### config.mk
export PLATFORM = sky130hd
export DESIGN_NAME = tone_square_gen_flat
export DESIGN_NICKNAME = d
export VERILOG_FILES = /design/src/rtl/tone_square_gen_if.sv /design/src/rtl/tone_square_gen.sv /design/src/flat_wrapper.sv
export SDC_FILE = /design/constraint.sdc
export NUM_CORES = 1
export LEC_CHECK = 0
export CORE_MARGIN = 4
export CORE_UTILIZATION = 25
export CTS_BUF_LIST = sky130_fd_sc_hd__clkbuf_8
export DETAILED_ROUTE_END_ITERATION = 12
export PLACE_DENSITY = 0.39
export SLEW_MARGIN = 20
export SYNTH_ARGS = -nofsm -noshare
export SYNTH_HDL_FRONTEND = slang
export SYNTH_SLANG_ARGS = --single-unit
### constraint.sdc
create_clock -name clk -period 2.54 [get_ports clk]
set_input_delay 0.508 -clock clk [delete_from_list [all_inputs] [get_ports clk]]
set_output_delay 0.508 -clock clk [all_outputs]
set_load 0.05 [all_outputs]
### src/rtl/tone_square_gen_if.sv
// tone_square_gen_if: bus between the note-select front end and the tone
// generator back end.
//   counter_value  : half-period reload from the 12-button note mux (0 = no note)
//   octave_shift   : right-shift applied to the reload (0..3 octaves up)
//   speaker        : square-wave tone output
//   note_active    : high while the generator is running
//   half_tick      : one-cycle pulse on every speaker edge
//   active_reload  : effective half-period currently generated (0 when idle)
// Modports: master drives the note request, slave is the tone generator.
interface tone_square_gen_if #(
  parameter int unsigned WIDTH = 20
);
  logic [WIDTH-1:0] counter_value;
  logic [1:0]       octave_shift;
  logic             speaker;
  logic             note_active;
  logic             half_tick;
  logic [WIDTH-1:0] active_reload;

  modport master (
    output counter_value, octave_shift,
    input  speaker, note_active, half_tick, active_reload
  );

  modport slave (
    input  counter_value, octave_shift,
    output speaker, note_active, half_tick, active_reload
  );
endinterface

### src/rtl/tone_square_gen.sv
// tone_square_gen: sequential back end of the note-select path. Turns a
// half-period reload value (in clk cycles) into a glitch-free square wave;
// pitch changes and stops take effect only at half-period boundaries.
// Ports:
//   clk    : system clock
//   reset  : synchronous, active-high reset
//   bus    : tone_square_gen_if.slave (counter_value, octave_shift in;
//            speaker, note_active, half_tick, active_reload out)
// Parameters:
//   WIDTH      : reload path width
//   MIN_RELOAD : smallest effective half-period; anything below is silence
// Build option:
//   TONE_SQUARE_GEN_OCTAVE_EN : when defined, octave_shift is sampled and the
//   reload is right-shifted by it; otherwise octave_shift is ignored.
module tone_square_gen #(
  parameter int unsigned WIDTH      = 20,
  parameter int unsigned MIN_RELOAD = 2
) (
  input logic              clk,
  input logic              reset,
  tone_square_gen_if.slave bus
);

  typedef enum logic {IDLE, RUN} state_e;

  state_e           state_q;
  logic [WIDTH-1:0] cv_q;
  logic [WIDTH-1:0] cnt_q;
  logic [WIDTH-1:0] reload_q;
  logic             speaker_q;
  logic             tick_q;
  logic [WIDTH-1:0] eff;
  logic             eff_valid;

`ifdef TONE_SQUARE_GEN_OCTAVE_EN
  logic [1:0] sh_q;

  always_ff @(posedge clk) begin
    if (reset) sh_q <= '0;
    else       sh_q <= bus.octave_shift;
  end

  always_comb eff = cv_q >> sh_q;
`else
  logic unused_octave;
  assign unused_octave = ^bus.octave_shift;

  always_comb eff = cv_q;
`endif

  assign eff_valid = (eff >= WIDTH'(MIN_RELOAD));

  // cnt holds remaining cycles minus one, so a level loaded with eff-1
  // lasts exactly eff cycles before the terminal (cnt == 0) edge.
  always_ff @(posedge clk) begin
    if (reset) begin
      state_q   <= IDLE;
      cv_q      <= '0;
      cnt_q     <= '0;
      reload_q  <= '0;
      speaker_q <= 1'b0;
      tick_q    <= 1'b0;
    end else begin
      cv_q   <= bus.counter_value;
      tick_q <= 1'b0;
      unique case (state_q)
        IDLE: begin
          if (eff_valid) begin
            state_q   <= RUN;
            speaker_q <= 1'b1;
            cnt_q     <= eff - 1'b1;
            reload_q  <= eff;
            tick_q    <= 1'b1;
          end
        end
        RUN: begin
          if (cnt_q != '0) begin
            cnt_q <= cnt_q - 1'b1;
          end else if (eff_valid) begin
            speaker_q <= ~speaker_q;
            tick_q    <= 1'b1;
            cnt_q     <= eff - 1'b1;
            reload_q  <= eff;
          end else begin
            // Stopping after a low level produces no edge, hence no tick.
            state_q   <= IDLE;
            speaker_q <= 1'b0;
            tick_q    <= speaker_q;
            cnt_q     <= '0;
            reload_q  <= '0;
          end
        end
        default: state_q <= IDLE;
      endcase
    end
  end

  assign bus.speaker       = speaker_q;
  assign bus.note_active   = (state_q == RUN);
  assign bus.half_tick     = tick_q;
  assign bus.active_reload = reload_q;

endmodule

### src/flat_wrapper.sv
// flat-port wrapper written by rule: the top's interface ports become plain ports
module tone_square_gen_flat 
#(
  parameter int unsigned WIDTH      = 20,
  parameter int unsigned MIN_RELOAD = 2
)
  (clk, reset, bus_counter_value, bus_octave_shift, bus_speaker, bus_note_active, bus_half_tick, bus_active_reload);
  tone_square_gen_if #(.WIDTH(WIDTH)) bus_i ();
  input logic clk;
  input logic reset;
  input wire logic [$bits(bus_i.counter_value)-1:0] bus_counter_value;
  input wire logic [$bits(bus_i.octave_shift)-1:0] bus_octave_shift;
  output wire logic [$bits(bus_i.speaker)-1:0] bus_speaker;
  output wire logic [$bits(bus_i.note_active)-1:0] bus_note_active;
  output wire logic [$bits(bus_i.half_tick)-1:0] bus_half_tick;
  output wire logic [$bits(bus_i.active_reload)-1:0] bus_active_reload;
  assign bus_i.counter_value = bus_counter_value;
  assign bus_i.octave_shift = bus_octave_shift;
  assign bus_speaker = bus_i.speaker;
  assign bus_note_active = bus_i.note_active;
  assign bus_half_tick = bus_i.half_tick;
  assign bus_active_reload = bus_i.active_reload;
  tone_square_gen #(.WIDTH(WIDTH), .MIN_RELOAD(MIN_RELOAD)) u_core (.clk(clk), .reset(reset), .bus(bus_i));
endmodule
==> out/metrics.csv, run 1 <==
metric,value,unit
actual slew at the worst max-slew pin,0.570,ns
top cell type's share of synthesized area,0.429,
Pleak,1.42,nW
Post-synth EDFFs,0,
Initial Util,0.257,
Reg2Reg Depth,8,
DR pass1 iterations,4,
Synth Area in Simple Gates,0.281,
Final Hold Vio Count,0,
Final period util,0.874,
diode count,0,
HPWL Detailed,6130,um
total power,2.65,mW
largest family of logic cells by synthesized area,simple AND/OR/NAND/NOR gates,
total wire length,8700,um
vias,2628,
adder-cell area share of the yosys netlist,0.0170,
DIE HEIGHT,116,um
Longest Clk Path Bufs,2,
Max stage delay on crit path,0.38,ns
routability cong.,0.797,
area fraction in compound gates after synthesis,0.180,
worst setup margin,0.321,ns
CP endpoint kind,flip-flop,
Hold Path Depth,2,
post-CTS resize count,0,
Power Dens Cells,699,nW/um^2
crit path max-delay cell type,nor3b_1,
drt drc,0,
Post-Syn Area per Cell,8.58,um^2
area grow syn2layout,28.8,%
CP Max Fanout,4,
vias in the first global route,2718,
die span in x,116,um
post-synth cell types,47,
Max VDD drop,0.265,mV
first-pass GRT wire length,14400,um
hold-critical path endpoint,u_core.bus.active_reload[3],
Synth area leader,dfxtp_1,
CTS Sinks,63,
fraction of registers with async set/reset,0,
Worst R2R End,u_core.cnt_q[16],
post-synthesis sequential area ratio,0.429,
xor/xnor share of the synthesized area,0.0506,
CP cell instances,inv_1 -> ha_1 -> nor3b_1 -> nand4b_1 -> nor4_1 -> xor2_1 -> a221oi_1 -> nor2_1,
CTS tree,yes,
"top cells by area, synth","dfxtp_1 (43%), nor2_1 (6.8%), a22oi_1 (5.9%)",
Buffers on Ports,44,
RR Startpoint,u_core.cv_q[0],
Final nets,423,
hold_sp,u_core.bus.active_reload[3],
post-synthesis cell area,2940,um^2
setup TNS,0,ns
Gate Count Post-Synth,343,
Rows,39,
H-tree depth,3,
Max-slew headroom,0.620,
IO Count,47,
Tmin final,2.22,ns
wire per inst,16.0,um
layout cells sized above 1,0.103,
Core ar.,11500,um^2
Num CTS Buffers,9,
worst-skew pair later-pin latency,0.34,ns
WP data arrival,2.44,ns
Worst Setup Start Kind,flip-flop,
Final Slew Violations,0,
pre-CTS setup slack,0.307,ns
pin count of the biggest net entering global routing,35,
most frequent cell after synthesis,dfxtp_1,
all-layer global routing usage,0.140,
r2r setup slk,0.32,ns
Root Buffer,clkbuf_8,
DRT iter0 DRCs,147,
CTS Hold Bufs,0,
f_max,451,MHz
Clock Pin Slew Worst Setup and Hold Paths,0.07,ns
multiplexer area fraction after synthesis,0,
Mapped Nets,371,
Fin Clk Skew,0.00788,ns
#FFs+latches synth,63,
CP Class,flip-flop to flip-flop,
dpl cells,527,
DIE AREA,13600,um^2
Max-Cap Viols,0,
CP required,2.76,ns
final std cells w/o fill,543,
initial antenna violation count,0,
synth cell count leaders,"dfxtp_1 (63), nor2_1 (53), nand2_1 (25)",
DP Area,3590,um^2
Hold WS,0.469,ns
"Top FF cell, synth",dfxtp_1,
post-layout util,0.330,
Detail Route Antenna Nets,0,
post-route cell area,3790,um^2
status,"complete, no violations",
start point of the critical path,u_core.cv_q[0],
synth warn,0,
GRT overflow,0,
routed vias/inst,4.84,
Finish-stage setup viols,0,
Hold WC Path Type,flip-flop to flip-flop,
post-CTS setup buffers,0,
RSZ-0062 raised after global routing,no,
==> cell type report <==
type	instances	area, um^2
repair buffers	58	566
clock inverters	6	61.3
flip-flops and latches	63	1260
inverters	8	30.0
clock buffers	10	138
fillers	1225	7680
well taps	143	179
multi-input cells	255	1560
==> cell usage in the layout, fill, tap and decap left out, drive strengths merged, types with 3 or more instances in the layout <==
cell / instances
nor4: 12
a21oi: 20
or4: 3
clkinvlp: 3
nand3: 8
and3: 3
nand2: 25
clkbuf: 10
buf: 15
a22oi: 23
inv: 9
xor2: 10
nor2b: 22
dfxtp: 63
a221oi: 3
xnor2: 7
clkdlybuf4s50: 43
nor2: 54
nor3: 10
nand4b: 3
a222oi: 4
ha: 4
nand3b: 3
o21ai: 16
==> flip-flops by register name, summed over array words and instances (netlist names) <==
| signal | count |
|---|---|
| u_core.bus.active_reload | 20 |
| u_core.cnt_q | 20 |
| u_core.bus.half_tick | 1 |
| u_core.bus.note_active | 1 |
| u_core.cv_q | 20 |
| u_core.bus.speaker | 1 |
==> where the power goes <==
part           internal [mW]  switching, mW  total [mW]
Combinational          0.260          0.373       0.633
Clock                  0.474          0.402       0.876
Sequential              1.06         0.0792        1.14
Total                   1.80          0.854        2.65
==> kinds of logic (layout without fill, tap and decap cells) <==
kind of cell             Yosys count  after routing
AND/OR/NAND/NOR                  154            154
AO/OA/AOI/OAI                     80             80
flip-flops                        63             63
buffers and inverters             25             82
adder cells (fa/ha/maj)            4              4
XOR/XNOR                          17             17
==> worst max path at each step <==
stage                     cells past startpoint  slack (ns)                to
after floorplan                               8        0.54  u_core.cnt_q[16]
after CTS                                     8        0.28  u_core.cnt_q[16]
after global routing                          8        0.08  u_core.cnt_q[16]
after global placement                        8        0.33  u_core.cnt_q[16]
after detailed placement                      8        0.31  u_core.cnt_q[16]
final                                         8        0.32  u_core.cnt_q[16]
==> critical path, delay by kind of cell (launching register included) <==
kind	cells	cell delay, ns
flops	1	0.33
xor+xnor	1	0.16
buf+inv	1	0.13
simple gates	4	1.00
fa+ha+maj	1	0.20
compound gates	1	0.26
==> per-layer routing <==
layer | global-route usage | routed length [um] | part of all wire
met5 | 0 | 0 | 0
met4 | 0.0626 | 175 | 0.020
met3 | 0.0301 | 296 | 0.034
met2 | 0.215 | 3890 | 0.45
met1 | 0.187 | 4340 | 0.50
Power figures use the tool's default switching activity.
==> run 2, diff against run 1 <==
--- a/config.mk
+++ b/config.mk
@@ -5,11 +5,13 @@
 export SDC_FILE = /design/constraint.sdc
 export NUM_CORES = 1
 export LEC_CHECK = 0
+export CELL_PAD_IN_SITES_DETAIL_PLACEMENT = 1
+export CELL_PAD_IN_SITES_GLOBAL_PLACEMENT = 2
 export CORE_MARGIN = 4
 export CORE_UTILIZATION = 25
 export CTS_BUF_LIST = sky130_fd_sc_hd__clkbuf_8
 export DETAILED_ROUTE_END_ITERATION = 12
-export PLACE_DENSITY = 0.39
+export PLACE_DENSITY = 0.61
 export SLEW_MARGIN = 20
 export SYNTH_ARGS = -nofsm -noshare
 export SYNTH_HDL_FRONTEND = slang
==> run 2 against run 1 <==
- clock-buffer cell count is 1 lower
- final area grew 1.4%
- via count is 1.8% higher
- sequential cell count is the same
- first-iteration DRC count is 42% lower
- clock power is 12% higher
- combinational power increased by 3%
- utilization increased by 0.47 points
- worst hold slack gained 0.0030 ns
- total power is 4.7% higher
- sequential power about the same
- critical endpoint is now u_core.bus.active_reload[18]
==> out/metrics.csv, run 2 (same netlist as run 1, synthesis figures left out) <==
metric,value,unit
r2r setup slk,0.30,ns
setup TNS,0,ns
Core ar.,11500,um^2
Buffers on Ports,44,
sw frac,0.322,
most frequent cells in the layout,"dfxtp_1 (63), nor2_1 (53), clkdlybuf4s50_1 (43)",
WP data arrival,2.47,ns
Clk pwr share,0.353,
die span in x,116,um
diode count,0,
f_max,446,MHz
total power,2.78,mW
crit path max-delay cell type,a21bo_2,
wire per inst,17.0,um
Pleak,1.45,nW
HPWL Detailed,6520,um
all-layer global routing usage,0.146,
vias in the first global route,2794,
first-pass GRT wire length,15000,um
DIE HEIGHT,116,um
CTS tree,yes,
Final period util,0.882,
Max-Cap Viols,0,
DR pass1 iterations,4,
Fin Clk Skew,0.0110,ns
register area,1260,um^2
worst-skew pair later-pin latency,0.36,ns
grt met1 use,0.194,
Num CTS Buffers,9,
design internal power,1.88,mW
sw power,0.893,mW
Finish-stage setup viols,0,
CP cell instances,nor4_2 -> and4_1 -> a21bo_2 -> nand2_1 -> buf_12 -> a22oi_1 -> nor2_1,
Worst R2R End,u_core.bus.active_reload[18],
status,"complete, no violations",
Final nets,424,
DIE AREA,13600,um^2
total wire length,9250,um
Clock Pin Slew Worst Setup and Hold Paths,0.08,ns
post-CTS setup buffers,0,
routed vias/inst,4.92,
Final Slew Violations,0,
drt drc,0,
worst setup margin,0.300,ns
Max VDD drop,0.262,mV
RSZ-0062 raised after global routing,no,
GR Util met2,0.230,
Power Dens Cells,722,nW/um^2
Final Hold Vio Count,0,
Detail Route Antenna Nets,0,
vias,2675,
pre-CTS setup slack,0.196,ns
Logic pwr share,0.234,
Max-slew headroom,0.656,
start point of the critical path,u_core.cnt_q[4],
Fillers,1335,
RR Startpoint,u_core.cnt_q[4],
Tmin final,2.24,ns
initial antenna violation count,0,
part of the power in registers,0.413,
pin count of the biggest net entering global routing,69,
routability cong.,0.745,
Max stage delay on crit path,0.43,ns
layout cells sized above 1,0.112,
Initial Util,0.257,
Longest Clk Path Bufs,2,
CTS Sinks,63,
CP required,2.77,ns
CP Class,flip-flop to flip-flop,
Hold WS,0.472,ns
Rows,39,
area of the multi-input gates,1570,um^2
"commonest non-fill, non-tap cell in the layout",dfxtp_1,
DRT iter0 DRCs,85,
H-tree depth,3,
Root Buffer,clkbuf_8,
Top Usage Layer GRT,met2,
Worst Setup EP,u_core.bus.active_reload[18],
actual slew at the worst max-slew pin,0.515,ns
GRT overflow,0,
CP endpoint kind,flip-flop,
met3 Track Usage GR,0.0409,
Worst Setup Start Kind,flip-flop,
Reg2Reg Depth,7,
IO Count,47,
CP Max Fanout,21,
Hold WC Path Type,flip-flop to flip-flop,
area grow syn2layout,30.7,%
[run 2: layer usage]
metal,part of all wire,wire length (um)
met3,0.037,345
met2,0.46,4240
met4,0.0095,88
met5,0,0
met1,0.49,4580
[run 2: worst min-delay path by stage]
stage	depth (start not counted)	start	slack [ns]	endpoint
6_report	2	u_core.bus.active_reload[3]	0.47	u_core.bus.active_reload[3]
5_1_grt	2	u_core.cnt_q[13]	0.51	u_core.cnt_q[13]
4_1_cts	2	u_core.bus.active_reload[3]	0.48	u_core.bus.active_reload[3]
3_5_place_dp	2	u_core.bus.active_reload[3]	0.47	u_core.bus.active_reload[3]
3_3_place_gp	2	u_core.bus.active_reload[3]	0.46	u_core.bus.active_reload[3]
2_1_floorplan	2	u_core.cnt_q[13]	0.45	u_core.cnt_q[13]
[run 2: layout make-up]
| type | instances | area share |
|---|---|---|
| clock buffers | 9 | 0.0322 |
| clock inverters | 7 | 0.0254 |
| inverters | 8 | 0.00781 |
| multi-input cells | 255 | 0.408 |
| flip-flops and latches | 63 | 0.328 |
| well taps | 143 | 0.0465 |
| repair buffers | 59 | 0.152 |
[run 2: what timing repair did]
item	4_1_cts	5_1_grt
resized for setup	0	2
hold buffers	0	0
endpoints found under the hold margin	0	0
endpoints found under the setup margin	0	21
[run 2: critical path, delay by kind of cell (launching register included)]
kind / cells / cell delay, ns
buffers and inverters: 1 / 0.20
and+or+nand+nor: 4 / 0.98
DFF: 1 / 0.35
AOI/OAI and AO/OA: 2 / 0.58
[run 2: through the flow]
step | cells | utilization | area, um^2
CTS | 544 | 0.334 | 3830
detailed placement | 528 | 0.315 | 3610
global route | 544 | 0.335 | 3840
floorplan | 343 | - | 2940
finish | 544 | 0.335 | 3840
global placement | 528 | 0.315 | 3610
[run 2: power by group through the flow]
stage | Clock (mW) | Sequential [mW] | Combinational, mW
detailed placement | 0 | 1.17 | 0.651
global placement | 0 | 1.16 | 0.647
CTS | 1.02 | 1.14 | 0.655
floorplan | 0 | 1.21 | 0.364
global route | 1.06 | 1.16 | 0.716
finish | 0.979 | 1.15 | 0.649
